<file path="src/rtl/if_fetch_unit_pkg.sv">
// Shared definitions for the instruction fetch stage: word width, the NOP
// encoding used for IF/ID bubbles and the {pc, inst} fetch-buffer entry.
package if_fetch_unit_pkg;

    localparam int XLEN = 32;

    // addi x0, x0, 0
    localparam logic [XLEN-1:0] NOP = 32'h0000_0013;

    typedef struct packed {
        logic [XLEN-1:0] pc;
        logic [XLEN-1:0] inst;
    } fetch_entry_t;

    // Clears the byte-offset bits so a redirect always lands on a word.
    function automatic logic [XLEN-1:0] align_word(input logic [XLEN-1:0] addr);
        return addr & ~32'h0000_0003;
    endfunction

endpackage

</file>
<file path="src/rtl/if_fetch_unit_fetch_fifo.sv">
// Small synchronous FIFO buffering fetched {pc, inst} words between the
// memory response and the IF/ID register. Push and pop in the same cycle are
// allowed even when full; flush empties it in one cycle.
module if_fetch_unit_fetch_fifo
    import if_fetch_unit_pkg::*;
#(
    parameter int DEPTH = 2
) (
    input  logic                       clk,
    input  logic                       rst,
    input  logic                       flush,
    input  logic                       push,
    input  fetch_entry_t               push_data,
    input  logic                       pop,
    output fetch_entry_t               head,
    output logic [$clog2(DEPTH):0]     count,
    output logic                       empty
);

    localparam int AW = $clog2(DEPTH);
    localparam int CW = AW + 1;

    fetch_entry_t mem_q [DEPTH];
    fetch_entry_t mem_d [DEPTH];
    logic [AW-1:0] wr_ptr_q, wr_ptr_d;
    logic [AW-1:0] rd_ptr_q, rd_ptr_d;
    logic [CW-1:0] count_q, count_d;

    // Next-state for storage, pointers and occupancy.
    always_comb begin
        mem_d    = mem_q;
        wr_ptr_d = wr_ptr_q;
        rd_ptr_d = rd_ptr_q;
        count_d  = count_q;
        if (flush) begin
            wr_ptr_d = '0;
            rd_ptr_d = '0;
            count_d  = '0;
        end else begin
            if (push) begin
                mem_d[wr_ptr_q] = push_data;
                wr_ptr_d        = wr_ptr_q + AW'(1);
            end
            if (pop) begin
                rd_ptr_d = rd_ptr_q + AW'(1);
            end
            count_d = count_q + CW'(push) - CW'(pop);
        end
    end

    // FIFO state registers.
    always_ff @(posedge clk or posedge rst) begin
        if (rst) begin
            for (int i = 0; i < DEPTH; i++) begin
                mem_q[i] <= '0;
            end
            wr_ptr_q <= '0;
            rd_ptr_q <= '0;
            count_q  <= '0;
        end else begin
            mem_q    <= mem_d;
            wr_ptr_q <= wr_ptr_d;
            rd_ptr_q <= rd_ptr_d;
            count_q  <= count_d;
        end
    end

    assign head  = mem_q[rd_ptr_q];
    assign count = count_q;
    assign empty = (count_q == '0);

endmodule

</file>
<file path="src/rtl/if_fetch_unit.sv">
// Instruction fetch stage: owns the PC, issues in-order word fetches under a
// credit limit of BUF_DEPTH (outstanding + buffered), buffers responses and
// feeds the IF/ID register one instruction per cycle. EX redirects squash
// wrong-path words via a drop counter.
// Build option: define IF_MISALIGN_TRAP_EN to make a misaligned redirect set a
// sticky if_misalign flag and stop fetching; otherwise the target is
// word-aligned and if_misalign stays 0.
module if_fetch_unit
    import if_fetch_unit_pkg::*;
#(
    parameter logic [XLEN-1:0] RESET_PC  = 32'h0000_0000,
    parameter int              BUF_DEPTH = 2
) (
    input  logic            clk,
    input  logic            rst,
    input  logic            id_stall_flag,
    input  logic            ex_take_branch,
    input  logic [XLEN-1:0] ex_target_pc,
    output logic            if_mem_req_valid,
    output logic [XLEN-1:0] if_mem_req_addr,
    input  logic            mem_req_ready,
    input  logic            mem_rsp_valid,
    input  logic [XLEN-1:0] mem_rsp_data,
    output logic [XLEN-1:0] if_id_IR,
    output logic [XLEN-1:0] if_id_PC,
    output logic [XLEN-1:0] if_id_NPC,
    output logic            if_id_valid_inst,
    output logic            if_misalign
);

    localparam int CW = $clog2(BUF_DEPTH) + 1;

    logic [XLEN-1:0] fetch_pc_q, fetch_pc_d;
    logic [XLEN-1:0] rsp_pc_q, rsp_pc_d;
    logic [CW-1:0]   outst_q, outst_d;
    logic [CW-1:0]   drop_q, drop_d;
    logic [XLEN-1:0] ir_q, ir_d;
    logic [XLEN-1:0] pc_q, pc_d;
    logic [XLEN-1:0] npc_q, npc_d;
    logic            valid_q, valid_d;

    logic            fifo_push, fifo_pop, fifo_flush, fifo_empty;
    logic [CW-1:0]   fifo_count;
    fetch_entry_t    fifo_head, rsp_entry;

    logic [CW:0]     in_use;
    logic            credit_ok, req_fire, rsp_live, fetch_block;
    logic [XLEN-1:0] redirect_pc;

`ifdef IF_MISALIGN_TRAP_EN
    logic misalign_q, misalign_d;

    assign redirect_pc = ex_target_pc;
    assign fetch_block = misalign_q;
    assign if_misalign = misalign_q;

    // Sticky trap: any misaligned redirect latches until reset.
    always_comb begin
        misalign_d = misalign_q | (ex_take_branch & (ex_target_pc[1:0] != 2'b00));
    end

    // Misalign flag register.
    always_ff @(posedge clk or posedge rst) begin
        if (rst) misalign_q <= 1'b0;
        else     misalign_q <= misalign_d;
    end
`else
    assign redirect_pc = align_word(ex_target_pc);
    assign fetch_block = 1'b0;
    assign if_misalign = 1'b0;
`endif

    // Credit: never have more words in flight or buffered than the FIFO holds,
    // so a stalled decode can never overflow the buffer.
    assign in_use    = {1'b0, outst_q} + {1'b0, fifo_count};
    assign credit_ok = (in_use < (CW+1)'(BUF_DEPTH));

    assign if_mem_req_valid = !rst && !ex_take_branch && !fetch_block && credit_ok;
    assign if_mem_req_addr  = fetch_pc_q;
    assign req_fire         = if_mem_req_valid && mem_req_ready;

    // A response is kept only if no squash is pending and no redirect is
    // happening right now; otherwise it belongs to the wrong path.
    assign rsp_live  = mem_rsp_valid && (drop_q == '0) && !ex_take_branch;
    assign rsp_entry = '{pc: rsp_pc_q, inst: mem_rsp_data};

    if_fetch_unit_fetch_fifo #(
        .DEPTH (BUF_DEPTH)
    ) u_fifo (
        .clk       (clk),
        .rst       (rst),
        .flush     (fifo_flush),
        .push      (fifo_push),
        .push_data (rsp_entry),
        .pop       (fifo_pop),
        .head      (fifo_head),
        .count     (fifo_count),
        .empty     (fifo_empty)
    );

    // PC/credit bookkeeping, FIFO control and IF/ID next value.
    always_comb begin
        fetch_pc_d = fetch_pc_q;
        rsp_pc_d   = rsp_pc_q;
        outst_d    = outst_q + CW'(req_fire) - CW'(mem_rsp_valid);
        drop_d     = drop_q;
        ir_d       = ir_q;
        pc_d       = pc_q;
        npc_d      = npc_q;
        valid_d    = valid_q;
        fifo_push  = 1'b0;
        fifo_pop   = 1'b0;
        fifo_flush = 1'b0;

        if (ex_take_branch) begin
            fetch_pc_d = redirect_pc;
            rsp_pc_d   = redirect_pc;
            fifo_flush = 1'b1;
            ir_d       = NOP;
            valid_d    = 1'b0;
            // Everything still in flight is wrong-path; a response landing this
            // cycle is discarded here, so it is not counted again.
            drop_d     = outst_q - CW'(mem_rsp_valid);
        end else begin
            if (req_fire) begin
                fetch_pc_d = fetch_pc_q + 32'd4;
            end
            if (mem_rsp_valid && (drop_q != '0)) begin
                drop_d = drop_q - CW'(1);
            end
            if (rsp_live) begin
                rsp_pc_d = rsp_pc_q + 32'd4;
            end
            if (id_stall_flag) begin
                fifo_push = rsp_live;
            end else if (!fifo_empty) begin
                fifo_pop  = 1'b1;
                fifo_push = rsp_live;
                ir_d      = fifo_head.inst;
                pc_d      = fifo_head.pc;
                npc_d     = fifo_head.pc + 32'd4;
                valid_d   = 1'b1;
            end else if (rsp_live) begin
                ir_d      = mem_rsp_data;
                pc_d      = rsp_pc_q;
                npc_d     = rsp_pc_q + 32'd4;
                valid_d   = 1'b1;
            end else begin
                ir_d      = NOP;
                valid_d   = 1'b0;
            end
        end
    end

    // Fetch state and IF/ID pipeline register.
    always_ff @(posedge clk or posedge rst) begin
        if (rst) begin
            fetch_pc_q <= RESET_PC;
            rsp_pc_q   <= RESET_PC;
            outst_q    <= '0;
            drop_q     <= '0;
            ir_q       <= NOP;
            pc_q       <= '0;
            npc_q      <= '0;
            valid_q    <= 1'b0;
        end else begin
            fetch_pc_q <= fetch_pc_d;
            rsp_pc_q   <= rsp_pc_d;
            outst_q    <= outst_d;
            drop_q     <= drop_d;
            ir_q       <= ir_d;
            pc_q       <= pc_d;
            npc_q      <= npc_d;
            valid_q    <= valid_d;
        end
    end

    assign if_id_IR         = ir_q;
    assign if_id_PC         = pc_q;
    assign if_id_NPC        = npc_q;
    assign if_id_valid_inst = valid_q;

endmodule
</file>
<file path="config.mk">
export PLATFORM = sky130hd
export DESIGN_NAME = if_fetch_unit
export DESIGN_NICKNAME = d
export VERILOG_FILES = /design/src/rtl/if_fetch_unit_pkg.sv /design/src/rtl/if_fetch_unit_fetch_fifo.sv /design/src/rtl/if_fetch_unit.sv
export SDC_FILE = /design/constraint.sdc
export NUM_CORES = 1
export LEC_CHECK = 0
export CORE_MARGIN = 2
export CORE_UTILIZATION = 40
export CTS_BUF_LIST = sky130_fd_sc_hd__clkbuf_4
export DETAILED_ROUTE_END_ITERATION = 7
export GPL_TIMING_DRIVEN = 1
export PLACE_DENSITY = 0.58
export SLEW_MARGIN = 10
export SYNTH_ARGS = -nofsm -noshare
export SYNTH_HDL_FRONTEND = slang
export SYNTH_HIERARCHICAL = 1
export SYNTH_SLANG_ARGS = --single-unit
export TNS_END_PERCENT = 30
</file>
<file path="constraint.sdc">
create_clock -name clk -period 14.8 [get_ports clk]
set_input_delay 2.96 -clock clk [delete_from_list [all_inputs] [get_ports clk]]
set_output_delay 2.96 -clock clk [all_outputs]
set_load 0.02 [all_outputs]
</file>
==> metrics.md, run 1 <==
| Metric | Value |
|---|---|
| Placed Instances | `1,914` |
| Final Max Slew Viols | `0` |
| Hpwl dp | `27,500 um` |
| CP delay by family, top | `buffers and inverters` |
| Initial Util | `40.8%` |
| Crit path kind | `primary input to primary output` |
| Fin crit period | `7.86 ns` |
| Most used cell, CP | `clkdlybuf4s50_1` |
| Register share of total power | `40.5%` |
| CTS tree | `yes` |
| Antenna violations before repair | `2` |
| Post-CTS Setup Repair Bufs | `0` |
| Synth top area share | `48.2%` |
| Post-DR vias/cell | `5.53` |
| Fin nets | `1,610` |
| Final ANT Viol Nets | `0` |
| Sw frac | `34.7%` |
| Tot GR Track Use | `22.0%` |
| Fin. Hold Viols | `0` |
| WP data required | `11.84 ns` |
| Outcome | `completed` |
| Routability cong. | `0.850` |
| Warnings, synthesis | `6` |
| Slew headroom | `24.4%` |
| Worst Tran Pin Value | `1.13 ns` |
| Rows | `70` |
| CTS Buf Count | `82` |
| Largest area contributor in the netlist | `dfrtp_1` |
| Largest net degree at the start of global routing | `95` |
| Avg WL per Cell | `20.7 um` |
| Leak | `8.26 nW` |
| Seq cells post-synth | `291` |
| Synth Area per Inst | `11.3 um2` |
| Clk_skew | `0.0547 ns` |
| Via count | `11,300` |
| Pre-CTS setup slack | `6.92 ns` |
| Crit share post-route | `53.1%` |
| Post-synth cell types | `72` |
| Max Buffers Root-to-Sink | `3` |
| Clock power share | `25.5%` |
| Crit path max-delay cell type | `or4_4` |
| Sum Neg Setup Slack | `0 ns` |
| Worst EP arrival | `4.90 ns` |
| Crit-path cells | `clkdlybuf4s50_1, or4_4, inv_1, clkdlybuf4s50_1` |
| # fillers | `3,420` |
| Remaining DRCs | `0` |
| I/O pin count | `201` |
| # H-tree levels | `3` |
| Psw | `1.01 mW` |
| Die width | `197 um` |
| Gr ovfl total | `0` |
| Critical path launch point type | `primary input` |
| Seq/Total Area, Yosys | `48.7%` |
| Hold buffers post-CTS | `0` |
| Mapped Area | `15,000 um2` |
| FFs w/ async S/R, synth | `100%` |
| Area contributors post-synth | `dfrtp_1 48%, mux2_2 11%, mux2_4 6.0%` |
| RSZ-0062 raised after global routing | `no` |
| Root buffer cell | `clkbuf_4` |
| Chip height | `197 um` |
| Max Cap Viol | `0` |
| Area of the die | `39,000 um2` |
| Gate power share | `34.1%` |
| CP endpoint kind | `primary output` |
| PostCTS Resize Cnt | `0` |
| Clk Latency, worst-skew pair | `0.77 ns` |
| Starting DRT DRC Count | `629` |
| Hold Path Class | `register to register` |
| Crit path buf inv count | `3` |
| Max incr delay on CP | `0.66 ns` |
| EDFF count, synth | `0` |
| Clock sink count | `291` |
| Final WL | `42,400 um` |
| Synth Flop Type | `dfrtp_1` |
| Cell area power density | `160 nW/um2` |
| Clock-pin slew on the worst setup and hold paths | `0.06 ns` |
| First-pass GRT wire length | `66,200 um` |
| Fmax | `0.127 GHz` |
| PortBufs | `195` |
| Vias in the first global route | `11,400` |
| Setup violations, final | `0` |
| 1st-pass router iterations | `6` |
| Share of cells above drive strength 1 | `24.0%` |
| Syn-to-layout area delta | `21.2%` |
| Critical-path maximum fanout | `4` |
| Setup WS post-layout | `6.94 ns` |
| Worst vdd ir | `0.0000640 V` |
| Final Non-Filler Cells | `2,050` |
| Core Region | `36,700 um2` |
| Mapped Cells | `1,323` |
| Int Pwr | `1.89 mW` |
[cell families (layout without fill, tap and decap cells)]
family | count (synthesis) | in the layout | synth area share, %
simple gates | 349 | 349 | 11.9
flops | 291 | 291 | 48.7
mux | 238 | 238 | 19.1
compound gates | 199 | 199 | 9.05
buf+inv | 148 | 400 | 5.09
xor+xnor | 87 | 87 | 5.18
fa+ha+maj | 10 | 10 | 0.886
other cells | 1 | 8 | 0.0251
[power groups by stage]
stage          Clock [mW]  Combinational [mW]  Sequential, mW
2_1_floorplan           0               0.517            1.25
3_3_place_gp            0               0.976            1.18
3_5_place_dp            0               0.989            1.18
4_1_cts             0.768               0.993            1.17
5_1_grt             0.810                1.07            1.20
6_report            0.738               0.986            1.17
[final cells by class]
type                       count  area (um2)  share of cell area [%]
antenna                        1        2.50                  0.0138
clock buffer                 123         923                    5.09
clock inverter                12        87.6                   0.483
inverter                      52         203                    1.12
multi-input combinational    890        6970                    38.4
sequential                   291        7290                    40.2
tap                          468         586                    3.23
timing repair buffer         213        2080                    11.5
[synth_stat cells, types with 4 or more instances]
cell type  number
o211ai_1        7
xor2_1         35
buf_12          6
ha_1            9
mux2_1          5
mux2i_1        33
clkbuf_1       51
a222oi_1       29
nand2_1       131
nand2b_1        4
buf_1           7
mux2_4         60
nor2_1         46
nor4_2          4
and3_1         10
a221o_1         7
buf_4           5
or3_1           9
o221ai_1        6
a31oi_1         9
nand3_1        39
xnor2_1        51
o21ai_0        74
dfrtp_1       288
inv_1          50
and4_1          7
nand4_1        35
buf_2          17
mux2_2        140
and2_1          9
buf_6           9
nor3_1         18
o311ai_0        5
nor4_1         17
a21oi_1        23
o22ai_1         7
[worst min-delay path: cells and delay by family (launching register included)]
| family | cells | cell delay, ns |
|---|---|---|
| flops | 1 | 0.34 |
| compound gates | 1 | 0.06 |
| simple gates | 1 | 0.05 |
[cells in the final DEF, fill, tap and decap left out, types with 5 or more instances in the layout]
cell type and instances:
clkinv_1 7, clkbuf_4 123, clkdlybuf4s50_1 194, nand2_1 131, o22ai_1 7, nor2_1 45, a31oi_1 9, mux2_2 140
dfrtp_1 287, nand3_1 39, o211ai_1 7, ha_1 9, mux2_1 5, inv_1 48, nor3_1 18, a221o_1 7
nor4_1 17, xnor2_1 51, o221ai_1 6, xor2_1 35, o311ai_0 5, mux2_4 60, and3_1 10, o21ai_0 74
and4_1 7, buf_4 18, or3_1 9, a222oi_1 29, conb_1 7, mux2i_1 33, nand4_1 35, a21oi_1 23
and2_1 9
[state kept, by name, indices dropped and copies added (netlist names), 2 cells and up]
register,flops
if_id_NPC,30
rsp_pc_q,30
u_fifo/count,2
outst_q,2
drop_q,2
if_id_IR,32
if_mem_req_addr,30
if_id_PC,32
u_fifo/mem_q,128
[per-stage QoR]
stage	hold WS (ns)	utilization (%)	total power, mW	area, um2
after floorplan	0.454	-	1.77	15000
after global placement	0.462	46.7	2.15	17100
after detailed placement	0.466	46.7	2.17	17100
after CTS	0.481	49.4	2.93	18100
after global routing	0.503	49.4	3.08	18100
final	0.476	49.4	2.89	18100
[final timing paths]
check                                          start                           end  slack [ns]  cells past startpoint
min reg2reg                 if_id_PC[19]$_DFFE_PP0P_      if_id_PC[19]$_DFFE_PP0P_        0.48                      2
max reg2reg                u_fifo/count[1]$_DFF_PP0_  u_fifo/mem_q[26]$_DFFE_PP0P_       10.68                      9
min in group asynchronous                        rst       if_id_PC[3]$_DFFE_PP0P_        2.92                      2
max                                              rst              if_mem_req_valid        6.94                      4
min                         if_id_PC[19]$_DFFE_PP0P_      if_id_PC[19]$_DFFE_PP0P_        0.48                      2
max in group asynchronous                        rst   u_fifo/rd_ptr_q$_DFFE_PP0P_       10.30                      3
[routing by layer]
metal  GRT usage, %  vias up  routed length [um]
met5              0        -                   0
met4           7.16        0                 881
met3           5.24       73                3140
met2           32.3      442               18500
met1           31.9     5612               19900
li1               -     5207                   -
No activity file was read; power rests on OpenSTA's default activity.
==> run 2: changes to the inputs <==
--- a/config.mk
+++ b/config.mk
@@ -10,7 +10,7 @@
 export CTS_BUF_LIST = sky130_fd_sc_hd__clkbuf_4
 export DETAILED_ROUTE_END_ITERATION = 7
 export GPL_TIMING_DRIVEN = 1
-export PLACE_DENSITY = 0.58
+export PLACE_DENSITY = 0.61
 export SLEW_MARGIN = 10
 export SYNTH_ARGS = -nofsm -noshare
 export SYNTH_HDL_FRONTEND = slang
==> constraint.sdc (replaced) <==
create_clock -name clk -period 7.1 [get_ports clk]
set_input_delay 1.42 -clock clk [delete_from_list [all_inputs] [get_ports clk]]
set_output_delay 1.42 -clock clk [all_outputs]
set_load 0.02 [all_outputs]
==> metrics.md, run 2 (synthesis results as in run 1) <==
| Metric | Value |
|---|---|
| Outcome | `completed` |
| Most frequent cells in the layout | `287 x dfrtp_1, 194 x clkdlybuf4s50_1, 140 x mux2_2, 131 x nand2_1, 128 x clkbuf_4` |
| Fin. Hold Viols | `0 (unchanged)` |
| Crit path kind | `primary input to primary output` |
| Worst vdd ir | `0.000105 V (+63%)` |
| CP endpoint kind | `primary output` |
| PostCTS Resize Cnt | `0 (unchanged)` |
| CTS tree | `yes` |
| Starting DRT DRC Count | `782 (+24%)` |
| Most common cell after layout, fill and taps aside | `dfrtp_1` |
| First-pass GRT wire length | `66,400 um (+0.33%)` |
| Clock sink count | `291 (unchanged)` |
| Chip height | `197 um (unchanged)` |
| Core Region | `36,700 um2 (unchanged)` |
| Crit share post-route | `67.2%` |
| Cell area power density | `336 nW/um2 (+110%)` |
| Setup violations, final | `0 (unchanged)` |
| Leak | `8.29 nW (+0.39%)` |
| Gr ovfl total | `0 (unchanged)` |
| Placed Instances | `1,915 (+0.052%)` |
| Critical-path maximum fanout | `4 (unchanged)` |
| Reg-to-Reg Start | `u_fifo/count[0]$_DFF_PP0_` |
| Sum Neg Setup Slack | `0 ns (unchanged)` |
| Final ANT Viol Nets | `0 (unchanged)` |
| Largest net degree at the start of global routing | `92 (-3.2%)` |
| Area of the die | `39,000 um2 (unchanged)` |
| Hold Path Class | `register to register` |
| Largest register FFs | `128 (unchanged)` |
| Max Buffers Root-to-Sink | `3 (unchanged)` |
| 1st-pass router iterations | `8 (+2)` |
| Slew headroom | `20.7% (-3.8 points)` |
| Final Non-Filler Cells | `2,059 (+0.44%)` |
| Post-CTS Setup Repair Bufs | `0 (unchanged)` |
| Routability cong. | `0.854 (+0.42%)` |
| Final WL | `42,700 um (+0.57%)` |
| Root buffer cell | `clkbuf_4` |
| Vias in the first global route | `11,500 (+0.84%)` |
| Critical path launch point type | `primary input` |
| Worst Tran Pin Value | `1.19 ns (+0.0565 ns)` |
| Share of cells above drive strength 1 | `24.2% (+0.16 points)` |
| RSZ-0062 raised after global routing | `no` |
| Hold buffers post-CTS | `0 (unchanged)` |
| Hold slack | `0.479 ns (+0.00303 ns)` |
| Rows | `70 (unchanged)` |
| Via count | `11,400 (+0.19%)` |
| Max Cap Viol | `0 (unchanged)` |
| Critical path origin | `rst` |
| Syn-to-layout area delta | `21.7%` |
| Hpwl dp | `27,800 um (+1.1%)` |
| # H-tree levels | `3 (unchanged)` |
| Avg WL per Cell | `20.7 um (+0.13%)` |
| PortBufs | `195 (unchanged)` |
| RR Endpoint | `u_fifo/mem_q[61]$_DFFE_PP0P_` |
| Antenna violations before repair | `2 (unchanged)` |
| Fmax | `0.210 GHz` |
| R2r worst-path depth | `8 (-1)` |
| Remaining DRCs | `0 (unchanged)` |
| Clk Latency, worst-skew pair | `0.74 ns (-0.03 ns)` |
| Top reg by flops | `u_fifo/mem_q` |
| Initial Util | `40.8% (unchanged)` |
| Fin crit period | `4.77 ns` |
| Post-DR vias/cell | `5.51 (-0.25%)` |
| Clock-pin slew on the worst setup and hold paths | `0.06 ns (about the same)` |
| R2R setup slack | `3.07 ns (-7.61 ns)` |
| Final Max Slew Viols | `0 (unchanged)` |
| Worst EP arrival | `3.35 ns (-1.55 ns)` |
| Clk_skew | `0.0445 ns (-0.0102 ns)` |
| I/O pin count | `201 (unchanged)` |
| Die width | `197 um (unchanged)` |
| WP data required | `5.68 ns (-6.16 ns)` |
| Tot GR Track Use | `22.0% (about the same)` |
| CP endpoint | `if_mem_req_valid` |
| CTS Buf Count | `83 (+1.2%)` |
| Fin nets | `1,612 (+0.12%)` |
## run 2: changes by cell type in the layout (fill, tap and decap cells not counted)
cell | previous run | this run
bufinv_16 | 1 | 2
clkinv_1 | 7 | 10
clkbuf_4 | 123 | 128
diode_2 | 1 | 4
inv_1 | 48 | 47
clkinvlp_4 | 3 | 1
buf_4 | 18 | 19
clkinv_4 | 1 | 0
## run 2: worst min-delay path by stage
stage | end | start | slack, ns | depth (start not counted)
floorplan | u_fifo/mem_q[118]$_DFFE_PP0P_ | u_fifo/mem_q[118]$_DFFE_PP0P_ | 0.45 | 1
global placement | if_id_valid_inst$_DFFE_PP0P_ | if_id_valid_inst$_DFFE_PP0P_ | 0.46 | 2
detailed placement | if_id_NPC[10]$_DFFE_PP0P_ | if_id_NPC[10]$_DFFE_PP0P_ | 0.47 | 2
CTS | if_id_PC[3]$_DFFE_PP0P_ | if_id_PC[3]$_DFFE_PP0P_ | 0.49 | 2
global route | if_id_PC[3]$_DFFE_PP0P_ | if_id_PC[3]$_DFFE_PP0P_ | 0.51 | 2
finish | if_id_NPC[4]$_DFFE_PP0P_ | if_id_NPC[4]$_DFFE_PP0P_ | 0.48 | 2
## run 2: layout make-up
| type | instances | area (um2) |
|---|---|---|
| Clock inverter | 12 | 101 |
| Timing Repair Buffer | 214 | 2090 |
| Fill cell | 3351 | 18500 |
| Antenna cell | 4 | 10.0 |
| Clock buffer | 128 | 961 |
| Inverter | 52 | 203 |
| Multi-Input combinational cell | 890 | 6970 |
| Sequential cell | 291 | 7290 |
| Tap cell | 468 | 586 |
## run 2: per-stage QoR
step | instance area (um2) | power, mW | util (%) | setup slack [ns]
6_report | 18200 | 6.11 | 49.6 | 2.33
5_1_grt | 18200 | 6.48 | 49.6 | 2.27
4_1_cts | 18200 | 6.18 | 49.6 | 2.32
3_5_place_dp | 17100 | 4.53 | 46.7 | 2.31
3_3_place_gp | 17100 | 4.48 | 46.7 | 2.33
2_1_floorplan | 15000 | 3.69 | - | 1.39
## run 2: worst max-delay path, stage by stage
cell,delay [ns]
clkdlybuf4s50_1,0.55
or4_4,0.65
inv_1,0.11
clkdlybuf4s50_1,0.61
## run 2: metal layers
layer | share of wire (%) | vias up | GRT usage [%]
li1 | - | 5221 | -
met1 | 46 | 5584 | 31.3
met2 | 44 | 463 | 32.4
met3 | 7.3 | 87 | 4.81
met4 | 2.6 | 0 | 8.99
met5 | 0 | - | 0
## run 2: where the power goes
group | switching (mW) | internal [mW] | leakage, nW
Clock | 0.734 | 0.882 | 0.634
Sequential | 0.327 | 2.11 | 3.73
Combinational | 1.05 | 1.01 | 3.93
Total | 2.11 | 4.00 | 8.29
==> run 3: changes to the inputs <==
==> constraint.sdc (replaced) <==
create_clock -name clk -period 3.9 [get_ports clk]
set_input_delay 0.78 -clock clk [delete_from_list [all_inputs] [get_ports clk]]
set_output_delay 0.78 -clock clk [all_outputs]
set_load 0.02 [all_outputs]
==> metrics.md, run 3 (synthesis results as in run 1) <==
| Metric | Value |
|---|---|
| Critical path launch point type | `register` |
| Fin util | `50.1% (+0.50 points)` |
| Clk_skew | `0.0800 ns (+0.0356 ns)` |
| Final Max Slew Viols | `0 (unchanged)` |
| Root buffer cell | `clkbuf_4` |
| Gate power share | `34.2% (+0.6 points)` |
| Remaining DRCs | `0 (unchanged)` |
| Post-CTS Setup Repair Bufs | `0 (unchanged)` |
| Area of the die | `39,000 um2 (unchanged)` |
| WP data required | `3.12 ns (-2.56 ns)` |
| Starting DRT DRC Count | `775 (-0.90%)` |
| # fillers | `3,335 (-0.48%)` |
| Crit share post-route | `88.3%` |
| RSZ-0062 raised after global routing | `no` |
| Largest net degree at the start of global routing | `65 (-29%)` |
| Critical-path maximum fanout | `4 (unchanged)` |
| Reg-to-Reg Start | `u_fifo/rd_ptr_q$_DFFE_PP0P_` |
| Die width | `197 um (unchanged)` |
| Clock sink count | `291 (unchanged)` |
| Vias in the first global route | `11,600 (+0.78%)` |
| Post-DR vias/cell | `5.54 (+0.40%)` |
| RR Endpoint | `if_id_NPC[21]$_DFFE_PP0P_` |
| Initial Util | `40.8% (unchanged)` |
| # H-tree levels | `3 (unchanged)` |
| Avg WL per Cell | `20.4 um (-1.3%)` |
| Register share of total power | `40.1% (+0.2 points)` |
| First-pass GRT wire length | `67,000 um (+0.95%)` |
| Routability cong. | `0.878 (+2.9%)` |
| Slew headroom | `39.1% (+18 points)` |
| R2R setup slack | `0.91 ns (-2.16 ns)` |
| Fmax | `0.290 GHz` |
| Hold Path Class | `register to register` |
| Tot GR Track Use | `22.2% (+0.18 points)` |
| Max Buffers Root-to-Sink | `3 (unchanged)` |
| Most frequent cells in the layout | `287 x dfrtp_1, 193 x clkdlybuf4s50_1, 140 x mux2_2, 131 x nand2_1, 129 x clkbuf_4` |
| Gr ovfl total | `0 (unchanged)` |
| CP endpoint kind | `primary output` |
| Chip height | `197 um (unchanged)` |
| Sw frac | `34.9% (+0.45 points)` |
| Most common cell after layout, fill and taps aside | `dfrtp_1` |
| Setup violations, final | `0 (unchanged)` |
| Hold Crit Depth | `2 (unchanged)` |
| Sum Neg Setup Slack | `0 ns (unchanged)` |
| CTS tree | `yes` |
| Fin crit period | `3.45 ns` |
| Hpwl dp | `27,900 um (about the same)` |
| Worst vdd ir | `0.000179 V (+71%)` |
| Outcome | `completed` |
| Max Cap Viol | `0 (unchanged)` |
| Rows | `70 (unchanged)` |
| 1st-pass router iterations | `5 (-3)` |
| Psw | `3.87 mW (+84%)` |
| Int Pwr | `7.21 mW (+80%)` |
| Worst Tran Pin Value | `0.910 ns (-0.278 ns)` |
| Syn-to-layout area delta | `22.9%` |
| I/O pin count | `201 (unchanged)` |
| Clock power share | `25.7% (-0.7 points)` |
| Via count | `11,500 (+1.1%)` |
| Largest register FFs | `128 (unchanged)` |
| Final WL | `42,400 um (-0.62%)` |
| Top reg by flops | `u_fifo/mem_q` |
| Hold buffers post-CTS | `0 (unchanged)` |
| Hold Path End | `if_id_NPC[5]$_DFFE_PP0P_` |
| Critical hold path startpoint | `if_id_NPC[5]$_DFFE_PP0P_` |
| CTS Buf Count | `84 (+1.2%)` |
| Hold slack | `0.479 ns (+0.000253 ns)` |
| Antenna violations before repair | `1 (-1)` |
| PortBufs | `195 (unchanged)` |
| Fin. Hold Viols | `0 (unchanged)` |
| Core Region | `36,700 um2 (unchanged)` |
| Crit path kind | `register to primary output` |
| Worst EP arrival | `2.67 ns (-0.68 ns)` |
| Fin nets | `1,626 (+0.87%)` |
| Cell area power density | `603 nW/um2 (+80%)` |
| Clock-pin slew on the worst setup and hold paths | `0.06 ns (about the same)` |
| R2r worst-path depth | `6 (-2)` |
| Leak | `8.39 nW (+1.2%)` |
| Share of cells above drive strength 1 | `24.8% (+0.60 points)` |
| Clk Latency, worst-skew pair | `0.77 ns (+0.03 ns)` |
| Final ANT Viol Nets | `0 (unchanged)` |
[run 3: cell count changes in the layout (fill, tap and decap cells not counted), sizes merged]
cell           change
buf               +13
clkinv             +6
clkdlybuf4s50      -1
bufinv             -2
dlymetal6s2s       +1
diode              -3
clkinvlp           +2
clkbuf             +1
inv                -2
[run 3: cell type report]
cell class / count / area (um2) / area share [%]
Sequential cell: 291 / 7290 / 39.6
Multi-Input combinational cell: 890 / 6970 / 37.9
Timing Repair Buffer: 227 / 2300 / 12.5
Clock buffer: 129 / 968 / 5.26
Tap cell: 468 / 586 / 3.18
Inverter: 52 / 201 / 1.10
Clock inverter: 16 / 77.6 / 0.422
Antenna cell: 1 / 2.50 / 0.0136
[run 3: stage by stage]
stage | area [um2] | total power, mW | instances | setup WS [ns]
2_1_floorplan | 15000 | 6.71 | 1329 | -0.406
3_5_place_dp | 17300 | 8.28 | 1928 | 0.527
5_1_grt | 18400 | 11.8 | 2074 | 0.365
4_1_cts | 18400 | 11.2 | 2073 | 0.00973
3_3_place_gp | 17300 | 8.20 | 1928 | 0.509
6_report | 18400 | 11.1 | 2074 | 0.455
[run 3: worst max path at each step]
stage / startpoint / to / depth (start not counted)
3_3_place_gp: rst / if_mem_req_valid / 4
4_1_cts: u_fifo/count[0]$_DFF_PP0_ / if_mem_req_valid / 5
6_report: u_fifo/count[0]$_DFF_PP0_ / if_mem_req_valid / 5
2_1_floorplan: rst / u_fifo/count[0]$_DFF_PP0_ / 1
3_5_place_dp: rst / if_mem_req_valid / 4
5_1_grt: u_fifo/count[0]$_DFF_PP0_ / if_mem_req_valid / 5
[run 3: power by group through the flow]
stage          Sequential (mW)  Combinational, mW  Clock, mW
2_1_floorplan             4.75               1.96          0
3_3_place_gp              4.46               3.75          0
3_5_place_dp              4.49               3.79          0
4_1_cts                   4.45               3.81       2.95
5_1_grt                   4.56               4.09       3.12
6_report                  4.45               3.79       2.85
[run 3: metal layers]
metal  track usage (%)  wire length (um)  vias up
li1                  -                 -     5250
met3              4.54              3190       81
met1              31.5             19600     5675
met4              8.16              1080        0
met5                 0                 0        -
met2              33.4             18600      477
[run 3: what timing repair did]
action,in CTS,in global routing
setup endpoints to repair,0,1
endpoints found under the hold margin,0,0
gates resized for setup,0,1
[run 3: critical path: stages (launching register included)]
cell            delay [ns]
dfrtp_1               0.41
and2_1                0.18
fa_1                  0.42
or4_4                 0.57
inv_1                 0.11
dlymetal6s2s_1        0.23
